## src/rtl/index_to_address_core_if.sv

```systemverilog
// ============================================================================
// Module      : index_to_address_core_if
// Description : Request/response bundle between the coprocessor controller
//               and the index-to-address translator.
// Revision    : 1.0 - initial release
// ============================================================================
`default_nettype none

interface index_to_address_core_if #(
   parameter int ADDR_W = 10,
   parameter int IDX_W  = 8
);
   // Request side: dimension word, indices and matrix select
   logic [31:0]       i_Config;
   logic [IDX_W-1:0]  i_Row_Index;
   logic [IDX_W-1:0]  i_Column_Index;
   logic [2:0]        i_Type;
   // Response side: registered address and status
   logic [ADDR_W-1:0] o_Address;
   logic              o_Valid;
   logic              o_Error;

   // Controller drives the request and observes the result
   modport master (
      output i_Config, i_Row_Index, i_Column_Index, i_Type,
      input  o_Address, o_Valid, o_Error
   );

   // Translator consumes the request and produces the result
   modport slave (
      input  i_Config, i_Row_Index, i_Column_Index, i_Type,
      output o_Address, o_Valid, o_Error
   );
endinterface

`default_nettype wire

```

## src/rtl/index_to_address_core.sv

```systemverilog
// ============================================================================
// Module      : index_to_address_core
// Description : Maps (row, column, matrix type) to a word address in the
//               shared matrix memory holding A, B and C back to back in
//               row-major order. One registered stage, no handshake.
// Revision    : 1.0 - initial release
// ============================================================================
`default_nettype none

module index_to_address_core #(
   parameter int ADDR_W = 10,
   parameter int IDX_W  = 8
) (
   input  logic                   i_Clk,
   input  logic                   i_Rst,
   index_to_address_core_if.slave bus
);

   // Two products of two IDX_W fields plus one more product and an index
   // need two extra bits beyond 2*IDX_W to never overflow internally.
   localparam int SUM_W = 2 * IDX_W + 2;

   localparam logic [2:0] TYPE_A = 3'b000;
   localparam logic [2:0] TYPE_B = 3'b010;
   localparam logic [2:0] TYPE_C = 3'b100;

   // Dimension fields of the config word
   logic [IDX_W-1:0] lambda;
   logic [IDX_W-1:0] gamma;
   logic [IDX_W-1:0] kappa;
   logic             unused_proc_count;

   assign lambda            = bus.i_Config[0  +: IDX_W];
   assign gamma             = bus.i_Config[8  +: IDX_W];
   assign kappa             = bus.i_Config[24 +: IDX_W];
   // Processor count field is carried in the word but has no role here
   assign unused_proc_count = ^bus.i_Config[23:16];

   // Zero-extended operands at full internal width
   logic [SUM_W-1:0] lambda_x;
   logic [SUM_W-1:0] gamma_x;
   logic [SUM_W-1:0] kappa_x;
   logic [SUM_W-1:0] row_x;
   logic [SUM_W-1:0] col_x;
   logic [SUM_W-1:0] base_b;
   logic [SUM_W-1:0] base_c;

   assign lambda_x = {{(SUM_W-IDX_W){1'b0}}, lambda};
   assign gamma_x  = {{(SUM_W-IDX_W){1'b0}}, gamma};
   assign kappa_x  = {{(SUM_W-IDX_W){1'b0}}, kappa};
   assign row_x    = {{(SUM_W-IDX_W){1'b0}}, bus.i_Row_Index};
   assign col_x    = {{(SUM_W-IDX_W){1'b0}}, bus.i_Column_Index};

   // Bases are recomputed every cycle so a config change applies at once
   assign base_b   = lambda_x * gamma_x;
   assign base_c   = base_b + gamma_x * kappa_x;

   logic [SUM_W-1:0] base;
   logic [SUM_W-1:0] stride;
   logic [IDX_W-1:0] row_lim;
   logic [IDX_W-1:0] col_lim;
   logic             type_ok;

   // Select base, row stride and index limits for the requested matrix
   always_comb begin
      base    = '0;
      stride  = gamma_x;
      row_lim = lambda;
      col_lim = gamma;
      type_ok = 1'b1;
      case (bus.i_Type)
         TYPE_A: begin
            base    = '0;
            stride  = gamma_x;
            row_lim = lambda;
            col_lim = gamma;
         end
         TYPE_B: begin
            base    = base_b;
            stride  = kappa_x;
            row_lim = gamma;
            col_lim = kappa;
         end
         TYPE_C: begin
            base    = base_c;
            stride  = kappa_x;
            row_lim = lambda;
            col_lim = kappa;
         end
         default: begin
            type_ok = 1'b0;
         end
      endcase
   end

   logic [SUM_W-1:0]  sum;
   logic              in_range;
   logic              overflow;
   logic [ADDR_W-1:0] next_address;
   logic              next_error;

   assign sum          = base + row_x * stride + col_x;
   // A zero dimension limit makes every index fail this test
   assign in_range     = (bus.i_Row_Index < row_lim) && (bus.i_Column_Index < col_lim);
   assign overflow     = |sum[SUM_W-1:ADDR_W];
   // Out-of-range requests still expose the wrapped sum; illegal types give 0
   assign next_address = type_ok ? sum[ADDR_W-1:0] : '0;
   assign next_error   = !type_ok || !in_range || overflow;

   // Output register: one-cycle latency, cleared asynchronously by reset
   always_ff @(posedge i_Clk or posedge i_Rst) begin
      if (i_Rst) begin
         bus.o_Address <= '0;
         bus.o_Valid   <= 1'b0;
         bus.o_Error   <= 1'b0;
      end else begin
         bus.o_Address <= next_address;
         bus.o_Valid   <= !next_error;
         bus.o_Error   <= next_error;
      end
   end

endmodule

`default_nettype wire

```

## src/flat_wrapper.sv

```systemverilog
// flat-port wrapper written by rule: the top's interface ports become plain ports
module index_to_address_core_flat 
#(
   parameter int ADDR_W = 10,
   parameter int IDX_W  = 8
)
  (i_Clk, i_Rst, bus_i_Config, bus_i_Row_Index, bus_i_Column_Index, bus_i_Type, bus_o_Address, bus_o_Valid, bus_o_Error);
  index_to_address_core_if #(.ADDR_W(ADDR_W), .IDX_W(IDX_W)) bus_i ();
  input  logic i_Clk;
  input  logic i_Rst;
  input wire logic [$bits(bus_i.i_Config)-1:0] bus_i_Config;
  input wire logic [$bits(bus_i.i_Row_Index)-1:0] bus_i_Row_Index;
  input wire logic [$bits(bus_i.i_Column_Index)-1:0] bus_i_Column_Index;
  input wire logic [$bits(bus_i.i_Type)-1:0] bus_i_Type;
  output wire logic [$bits(bus_i.o_Address)-1:0] bus_o_Address;
  output wire logic [$bits(bus_i.o_Valid)-1:0] bus_o_Valid;
  output wire logic [$bits(bus_i.o_Error)-1:0] bus_o_Error;
  assign bus_i.i_Config = bus_i_Config;
  assign bus_i.i_Row_Index = bus_i_Row_Index;
  assign bus_i.i_Column_Index = bus_i_Column_Index;
  assign bus_i.i_Type = bus_i_Type;
  assign bus_o_Address = bus_i.o_Address;
  assign bus_o_Valid = bus_i.o_Valid;
  assign bus_o_Error = bus_i.o_Error;
  index_to_address_core #(.ADDR_W(ADDR_W), .IDX_W(IDX_W)) u_core (.i_Clk(i_Clk), .i_Rst(i_Rst), .bus(bus_i));
endmodule
```

## config.mk

```make
export PLATFORM = sky130hd
export DESIGN_NAME = index_to_address_core_flat
export DESIGN_NICKNAME = d
export VERILOG_FILES = /design/src/rtl/index_to_address_core_if.sv /design/src/rtl/index_to_address_core.sv /design/src/flat_wrapper.sv
export SDC_FILE = /design/constraint.sdc
export NUM_CORES = 1
export LEC_CHECK = 0
export BUFFER_PORTS_ARGS = -buffer_cell sky130_fd_sc_hd__clkbuf_2
export CORE_UTILIZATION = 64
export DETAILED_ROUTE_END_ITERATION = 10
export PLACE_DENSITY = 0.84
export SETUP_SLACK_MARGIN = 0.4
export SLEW_MARGIN = 20
export SYNTH_ARGS = -nofsm -noshare
export SYNTH_HDL_FRONTEND = slang
export SYNTH_SLANG_ARGS = --single-unit
```

## constraint.sdc

```tcl
create_clock -name i_Clk -period 0.8 [get_ports i_Clk]
set_input_delay 0.04 -clock i_Clk [delete_from_list [all_inputs] [get_ports i_Clk]]
set_output_delay 0.04 -clock i_Clk [all_outputs]
set_load 0.03 [all_outputs]
```

==> results.json, run 1 <==
{
  "synth_top_area_cell": "fa_1",
  "synth.net_count": 1397,
  "place.gp.congestion": 0.982,
  "die_h_um": 121,
  "outcome": "aborted with a tool error",
  "cts.sinks": 12,
  "cts_root_buffer": "clkbuf_16",
  "grt_usage": 0.770,
  "synth_area_um2": 9040,
  "synthArstFlopShare": 1.00,
  "muxShareOfSynthArea": 0.0204,
  "fp.dieW_um": 121,
  "grt_max_degree": 14,
  "ys_types": 60,
  "io-pin-count": 65,
  "synth-compound-area-share": 0.123,
  "ys_seq_elements": 12,
  "cts_buffers": 3,
  "cts.path.max_buffers": 2,
  "dpl_worst_slack_ns": -6.49,
  "yosys.area.top_type_share": 0.261,
  "dp_hpwl_um": 24200,
  "synth_top_family_by_area": "adder cells",
  "grt_pass1_wl_um": 82400,
  "overflow": 51,
  "synthTopCellsByArea": "fa_1 26%, ha_1 22%, inv_1 7.9%",
  "dpl_cell_area_um2": 11600,
  "syn_inst": 1064,
  "ys_warn_count": 0,
  "stop_stage": "global routing (5_1_grt)",
  "grt_pass1_vias": 13200,
  "cts_max_level": 1,
  "ys.flop_type": "dfrtp_1",
  "rows": 43,
  "avgSynthCellArea_um2": 8.49,
  "error_line": "[ERROR GRT-0116] Global routing finished with congestion. Check the congestion regions in the DRC Viewer.",
  "yosys.area_share.adder": 0.486,
  "io_buffers": 56,
  "synth-xor-area-share": 0.0533,
  "synth_edf_count": 0,
  "synthSimpleGateAreaFrac": 0.197,
  "seq_area_frac_synth": 0.0332,
  "start_util": 0.654
}
==> cell usage after synthesis (all sizes together) (3+ instances only) <==
| library cell | number |
|---|---|
| nor2b | 57 |
| nand3 | 9 |
| nor2 | 42 |
| o41ai | 3 |
| or2 | 3 |
| nor3 | 17 |
| and2 | 91 |
| nand2b | 16 |
| xor2 | 14 |
| o21a | 8 |
| o21bai | 11 |
| a21o | 13 |
| clkbuf | 19 |
| nand2 | 69 |
| a21oi | 38 |
| xnor2 | 41 |
| ha | 162 |
| dfrtp | 12 |
| nor3b | 3 |
| o31ai | 3 |
| nand4 | 3 |
| or3 | 8 |
| inv | 190 |
| a211oi | 11 |
| mux2i | 18 |
| o211ai | 7 |
| and3 | 5 |
| a22oi | 6 |
| fa | 118 |
| a31oi | 9 |
| o21ai | 29 |
| a22o | 9 |
==> through the flow <==
stage,instances,util,TNS [ns]
3_3_place_gp,1515,0.836,-49.18
4_1_cts,1546,0.931,-45.03
3_5_place_dp,1515,0.836,-51.88
2_1_floorplan,1064,-,-42.20
==> cell families after synthesis <==
kind of cell,Yosys count
xor gates and xnor gates,55
muxes,18
and+or+nand+nor,327
adders and majority gates,280
DFF,12
AOI/OAI and AO/OA,162
buffers and inverters,210
==> layer usage <==
| layer | track usage | overflow |
|---|---|---|
| met1 | 0.765 | 0 |
| met2 | 0.936 | 29 |
| met3 | 0.614 | 0 |
| met4 | 0.772 | 22 |
| met5 | 0.346 | 0 |
==> what timing repair did <==
action | 4_1_cts
hold endpoints to repair | 12
setup buffers | 27
pin swaps | 69
endpoints found under the setup margin | 24
gates resized for setup | 199
==> run 2, diff against run 1 <==
CORE_UTILIZATION = 40   (was 64)
PLACE_DENSITY = not set   (was 0.84)
PLACE_DENSITY_LB_ADDON = 0.15   (was not set)
SETUP_SLACK_MARGIN = not set   (was 0.4)
==> run 2 against run 1 <==
  * The flow now finishes, with violations (DRC, setup timing)
  * Synthesized cell count stayed put
  * Area after synthesis unchanged
==> results.json, run 2 <==
{
  "outcome": "complete, but fails checks",
  "violations": "DRC, setup timing",
  "grt_pass1_vias": 8586,
  "io-pin-count": 65,
  "overflow": 0,
  "ys_warn_count": 0,
  "fin_crit_sh": 8.14,
  "switchingPower_w": 0.0311,
  "first_iter_violations": 271,
  "synthArstFlopShare": 1.00,
  "instances_no_fill": 1669,
  "seq_area_frac_synth": 0.0332,
  "largest_register_ffs": 10,
  "setup_viol": 17,
  "layout-drive-gt1-share": 0.389,
  "wl_per_cell_um": 15.7,
  "area_growth_pct": 50.0,
  "cts.reportedPaths.clkPinSlew_ns": 0.05,
  "hold_viol_final": 0,
  "vdd_drop_max_mv": 3.80,
  "regMostFlops": "u_core.bus.o_Address",
  "clkPwrFrac": 0.014,
  "holdCritPathClass": "in2reg",
  "combPwrFrac": 0.973,
  "ys_types": 60,
  "ys_seq_elements": 12,
  "met2_usage": 0.409,
  "vias": 8286,
  "end_kind": "register",
  "io_buffers": 56,
  "max_freq_mhz": 154,
  "final_nets": 1724,
  "cts_max_level": 1,
  "cts_root_buffer": "clkbuf_16",
  "ys.flop_type": "dfrtp_1",
  "core_um2": 22000,
  "leakage_nw": 6.72,
  "cts.sinks": 12,
  "post-route-min-period_ns": 6.51,
  "drc": 7,
  "final_max_slew_viol_count": 0,
  "place.gp.congestion": 0.864,
  "p_sw_frac": 0.473,
  "cpMostUsedCell": "fa_1",
  "dieArea_um2": 23200,
  "grt.busiest_layer": "met2",
  "syn_inst": 1064,
  "p_seq_frac": 0.014,
  "critPathMaxFanout": 8,
  "yosys.area.top_type_share": 0.261,
  "dp_cells": 1631,
  "crit_family": "adder cells",
  "cap_violations": 0,
  "slew-limit-headroom": 0.700,
  "synth.net_count": 1397,
  "worstSetupPathType": "in2reg",
  "rsz0062_at_grt": "true",
  "antennaDiodeCount": 0,
  "rows": 54,
  "cts_tree": "built",
  "dp_hpwl_um": 21800,
  "cp.arrival_ns": 6.61,
  "avgSynthCellArea_um2": 8.49,
  "antenna_found_initial": 0,
  "fillers": 1884,
  "final_common_cell": "buf_4",
  "worst_pin_slew_ns": 0.445,
  "synthTopCellsByArea": "fa_1 26%, ha_1 22%, inv_1 7.9%",
  "start_util": 0.412,
  "grt_max_degree": 14,
  "synth_top_area_cell": "fa_1",
  "cts.path.max_buffers": 2,
  "intPower_w": 0.0346,
  "timing.final.ws_setup_ns": -5.71,
  "final_util": 0.617,
  "power_w": 0.0656,
  "drtPass1Iterations": 8,
  "die_h_um": 152,
  "fp.dieW_um": 152,
  "reg_top3": "u_core.bus.o_Address: 10 flops, u_core.bus.o_Error: 1 flops, u_core.bus.o_Valid: 1 flops",
  "routed_wl_um": 26100,
  "slowest_stage": "fa_1",
  "synth_area_um2": 9040,
  "viasPerCell": 4.96,
  "synth_common_cells": "190 x inv_1, 162 x ha_1, 118 x fa_1",
  "worst_setup_path_start_kind": "primary input",
  "use_met3": 0.0102,
  "power.density_nw_per_um2": 4840,
  "grt_use_met1": 0.303,
  "cp.required_ns": 0.90,
  "critPathMaxStageDelay_ns": 0.54,
  "grt_pass1_wl_um": 42500,
  "layout_common_cells": "250 x buf_4, 161 x inv_1, 119 x ha_1",
  "synth_edf_count": 0,
  "ant_nets": 0,
  "yosysMostFrequentCell": "inv_1",
  "grt_usage": 0.226,
  "cp_num_buf_inv": 6,
  "cts_buffers": 3
}
-- run 2: cell counts after synthesis --
No cell type changed its count.
-- run 2: cell families (layout without fill, tap and decap cells) --
logic type               Yosys count  count (layout)  synth area share
AND/OR/NAND/NOR                  327             327             0.197
adder cells (fa/ha/maj)          280             280             0.486
buffers and inverters            210             535            0.0872
AO/OA/AOI/OAI                    162             162             0.123
XOR/XNOR                          55              55            0.0533
multiplexers                      18              18            0.0204
flip-flops                        12              12            0.0332
-- run 2: power groups by stage --
stage / Clock (W) / Sequential, W / Combinational [W]
final: 0.000903 / 0.000894 / 0.0638
after global routing: 0.000943 / 0.000901 / 0.0689
after CTS: 0.000912 / 0.000864 / 0.0558
after detailed placement: 0 / 0.000855 / 0.0514
after global placement: 0 / 0.000852 / 0.0510
after floorplan: 0 / 0.00120 / 0.0328
-- run 2: path summary, 6_finish.rpt --
path / start / to / slack (ns) / cells past startpoint
min in group asynchronous: i_Rst / u_core.bus.o_Address[3] / 0.29 / 3
max in group asynchronous: i_Rst / u_core.bus.o_Address[5] / 0.31 / 3
worst min-delay path: bus_i_Column_Index[0] / u_core.bus.o_Address[0] / 0.23 / 3
worst max-delay path: bus_i_Config[13] / u_core.bus.o_Error / -5.71 / 29
-- run 2: through the flow --
stage | hold slack (ns) | TNS [ns] | setup WS (ns) | area, µm²
2_1_floorplan | -0.0953 | -42.18 | -5.66 | 9410
3_3_place_gp | 0.0471 | -50.33 | -6.30 | 11900
3_5_place_dp | 0.0660 | -50.81 | -6.36 | 11900
4_1_cts | 0.224 | -45.81 | -5.86 | 12500
5_1_grt | 0.254 | -46.74 | -6.05 | 13600
6_report | 0.231 | -44.63 | -5.71 | 13600
-- run 2: routing by layer --
layer / up-vias / part of all wire
met5: - / 0
met4: 0 / 0.016
met3: 20 / 0.019
met2: 100 / 0.50
met1: 4031 / 0.46
li1: 4135 / -
-- run 2: layout make-up --
class	count	area, µm²	area share
clock buffer	3	75.1	0.00554
timing repair buffer	342	2880	0.212
sequential	12	300	0.0222
inverter	190	719	0.0531
tap	280	350	0.0258
multi-input combinational	842	9230	0.681
-- run 2: what timing repair did --
item	4_1_cts	5_1_grt
buffers inserted	15	21
gates resized for setup	87	208
setup endpoints to repair	19	36
hold buffers	1	0
pin swaps	46	104
hold endpoints to repair	12	0
No activity file was read; power rests on OpenSTA's default activity.
==> run 3, diff against run 2 <==
clock period = 8.2 ns   (was 0.8 ns; I/O delays follow)
==> run 3 against run 2 <==
  * The flow finishes with violations (DRC)
  * Global-route usage is 3.5 points lower
  * Combinational power is 94% lower
  * Wire length is 17% lower
  * Utilization is 17 points lower
  * Count of clock-buffer cells in the layout is 1 higher
  * Cell area is 28% lower
  * Largest cell class unchanged
  * Critical path depth is 1 higher
  * Critical endpoint unchanged
  * Total power is 94% lower
  * Critical path type unchanged
  * Die area stayed put
  * Setup slack better by 6.3 ns
  * Sequential cell count stayed put
==> results.json, run 3 (synthesis gave the netlist of run 2 again) <==
{
  "cpMostUsedCell": "inv_1",
  "hold_viol_final": 0,
  "overflow": 0,
  "worst_pin_slew_ns": 0.664,
  "io-pin-count": 65,
  "cts_max_level": 1,
  "slowest_stage": "fa_1",
  "critPathMaxStageDelay_ns": 0.52,
  "dp_hpwl_um": 18400,
  "rsz0062_at_grt": "false",
  "fp.dieW_um": 152,
  "final_util": 0.446,
  "start_util": 0.412,
  "grt_pass1_wl_um": 36300,
  "area_growth_pct": 8.42,
  "final_nets": 1451,
  "grt_usage": 0.191,
  "power.density_nw_per_um2": 424,
  "grt_pass1_vias": 7348,
  "cts_buffers": 3,
  "antennaDiodeCount": 0,
  "ant_nets": 0,
  "cp.required_ns": 8.29,
  "cts.reportedPaths.clkPinSlew_ns": 0.04,
  "vias": 7187,
  "cts.path.max_buffers": 2,
  "worstSetupPathType": "in2reg",
  "wl_per_cell_um": 15.6,
  "critPathMaxFanout": 18,
  "final.setup.tns_ns": 0,
  "final_common_cell": "inv_1",
  "viasPerCell": 5.14,
  "drc": 8,
  "max_freq_mhz": 132,
  "worst_setup_path_start_kind": "primary input",
  "rows": 54,
  "routed_wl_um": 21800,
  "first_iter_violations": 253,
  "post-cts-setup-buffer-count": 0,
  "cap_violations": 0,
  "cts_root_buffer": "clkbuf_16",
  "antenna_found_initial": 0,
  "core_um2": 22000,
  "layout-drive-gt1-share": 0.0806,
  "end_kind": "register",
  "die_h_um": 152,
  "layout_common_cells": "190 x inv_1, 162 x ha_1, 118 x fa_1",
  "violations": "DRC",
  "outcome": "complete, but fails checks",
  "holdCritPathClass": "in2async",
  "dieArea_um2": 23200,
  "cp.arrival_ns": 7.66,
  "power_w": 0.00416,
  "leakage_nw": 5.09,
  "io_buffers": 56,
  "slew-limit-headroom": 0.548,
  "largest_register_ffs": 10,
  "grt_max_degree": 25,
  "reg_top3": "u_core.bus.o_Address: 10 flops, u_core.bus.o_Error: 1 flops, u_core.bus.o_Valid: 1 flops",
  "setup_viol": 0,
  "vdd_drop_max_mv": 0.259,
  "post-route-min-period_ns": 7.58,
  "place.gp.congestion": 0.813,
  "cts.sinks": 12,
  "final_max_slew_viol_count": 0,
  "cts_tree": "built",
  "drtPass1Iterations": 9,
  "regMostFlops": "u_core.bus.o_Address",
  "fin_crit_sh": 0.924
}
-- run 3: cell types whose count changed in the layout (fill, tap and decap cells not counted), sizes merged --
cell and change:
dlygate4sd3 -1, inv +1, buf -293, clkinvlp -1, clkbuf +22
-- run 3: final timing paths --
path | end | cells after the start | slack (ns) | start
hold / removal | u_core.bus.o_Address[3] | 2 | 0.15 | i_Rst
min in group i_Clk | u_core.bus.o_Address[0] | 3 | 0.68 | bus_i_Column_Index[0]
setup / recovery | u_core.bus.o_Error | 30 | 0.62 | bus_i_Config[11]
max in group asynchronous | u_core.bus.o_Valid | 2 | 7.74 | i_Rst
-- run 3: worst max-delay path: cells and delay by family --
family	cells	cell delay, ns
compound gates	11	2.25
buf+inv	6	0.61
fa+ha+maj	8	3.31
xor+xnor	1	0.20
simple gates	4	0.87
-- run 3: cell type report --
type,instances,area [µm²]
clock buffer,4,88.8
fill,2281,12200
inverter,190,713
multi-input combinational,842,7970
sequential,12,300
tap,280,350
timing repair buffer,69,378
-- run 3: metal layers --
metal | part of all wire | up-vias | global-route usage
met5 | 0 | - | 0
met4 | 0.0057 | 0 | 0.0151
met3 | 0.020 | 8 | 0.00796
met2 | 0.49 | 88 | 0.342
met1 | 0.48 | 3511 | 0.265
li1 | - | 3580 | -
-- run 3: through the flow --
step	hold WS [ns]	setup slack (ns)	cell area (µm²)	cells
6_report	0.152	0.625	9800	1397
2_1_floorplan	0.275	1.05	9040	1064
3_3_place_gp	0.408	0.379	9700	1393
4_1_cts	0.163	0.570	9790	1397
5_1_grt	0.209	0.0303	9800	1397
3_5_place_dp	0.411	0.366	9700	1393
-- run 3: report_power, final --
| part | internal, W | switching, W | total, W |
|---|---|---|---|
| Clock | 0.0000734 | 0.0000231 | 0.0000965 |
| Sequential | 0.0000804 | 0.00000390 | 0.0000843 |
| Combinational | 0.00169 | 0.00228 | 0.00398 |
-- run 3: what timing repair did --
action | CTS | global route
gates resized for setup | 0 | 1
hold buffers | 0 | 0
endpoints found under the setup margin | 0 | 2
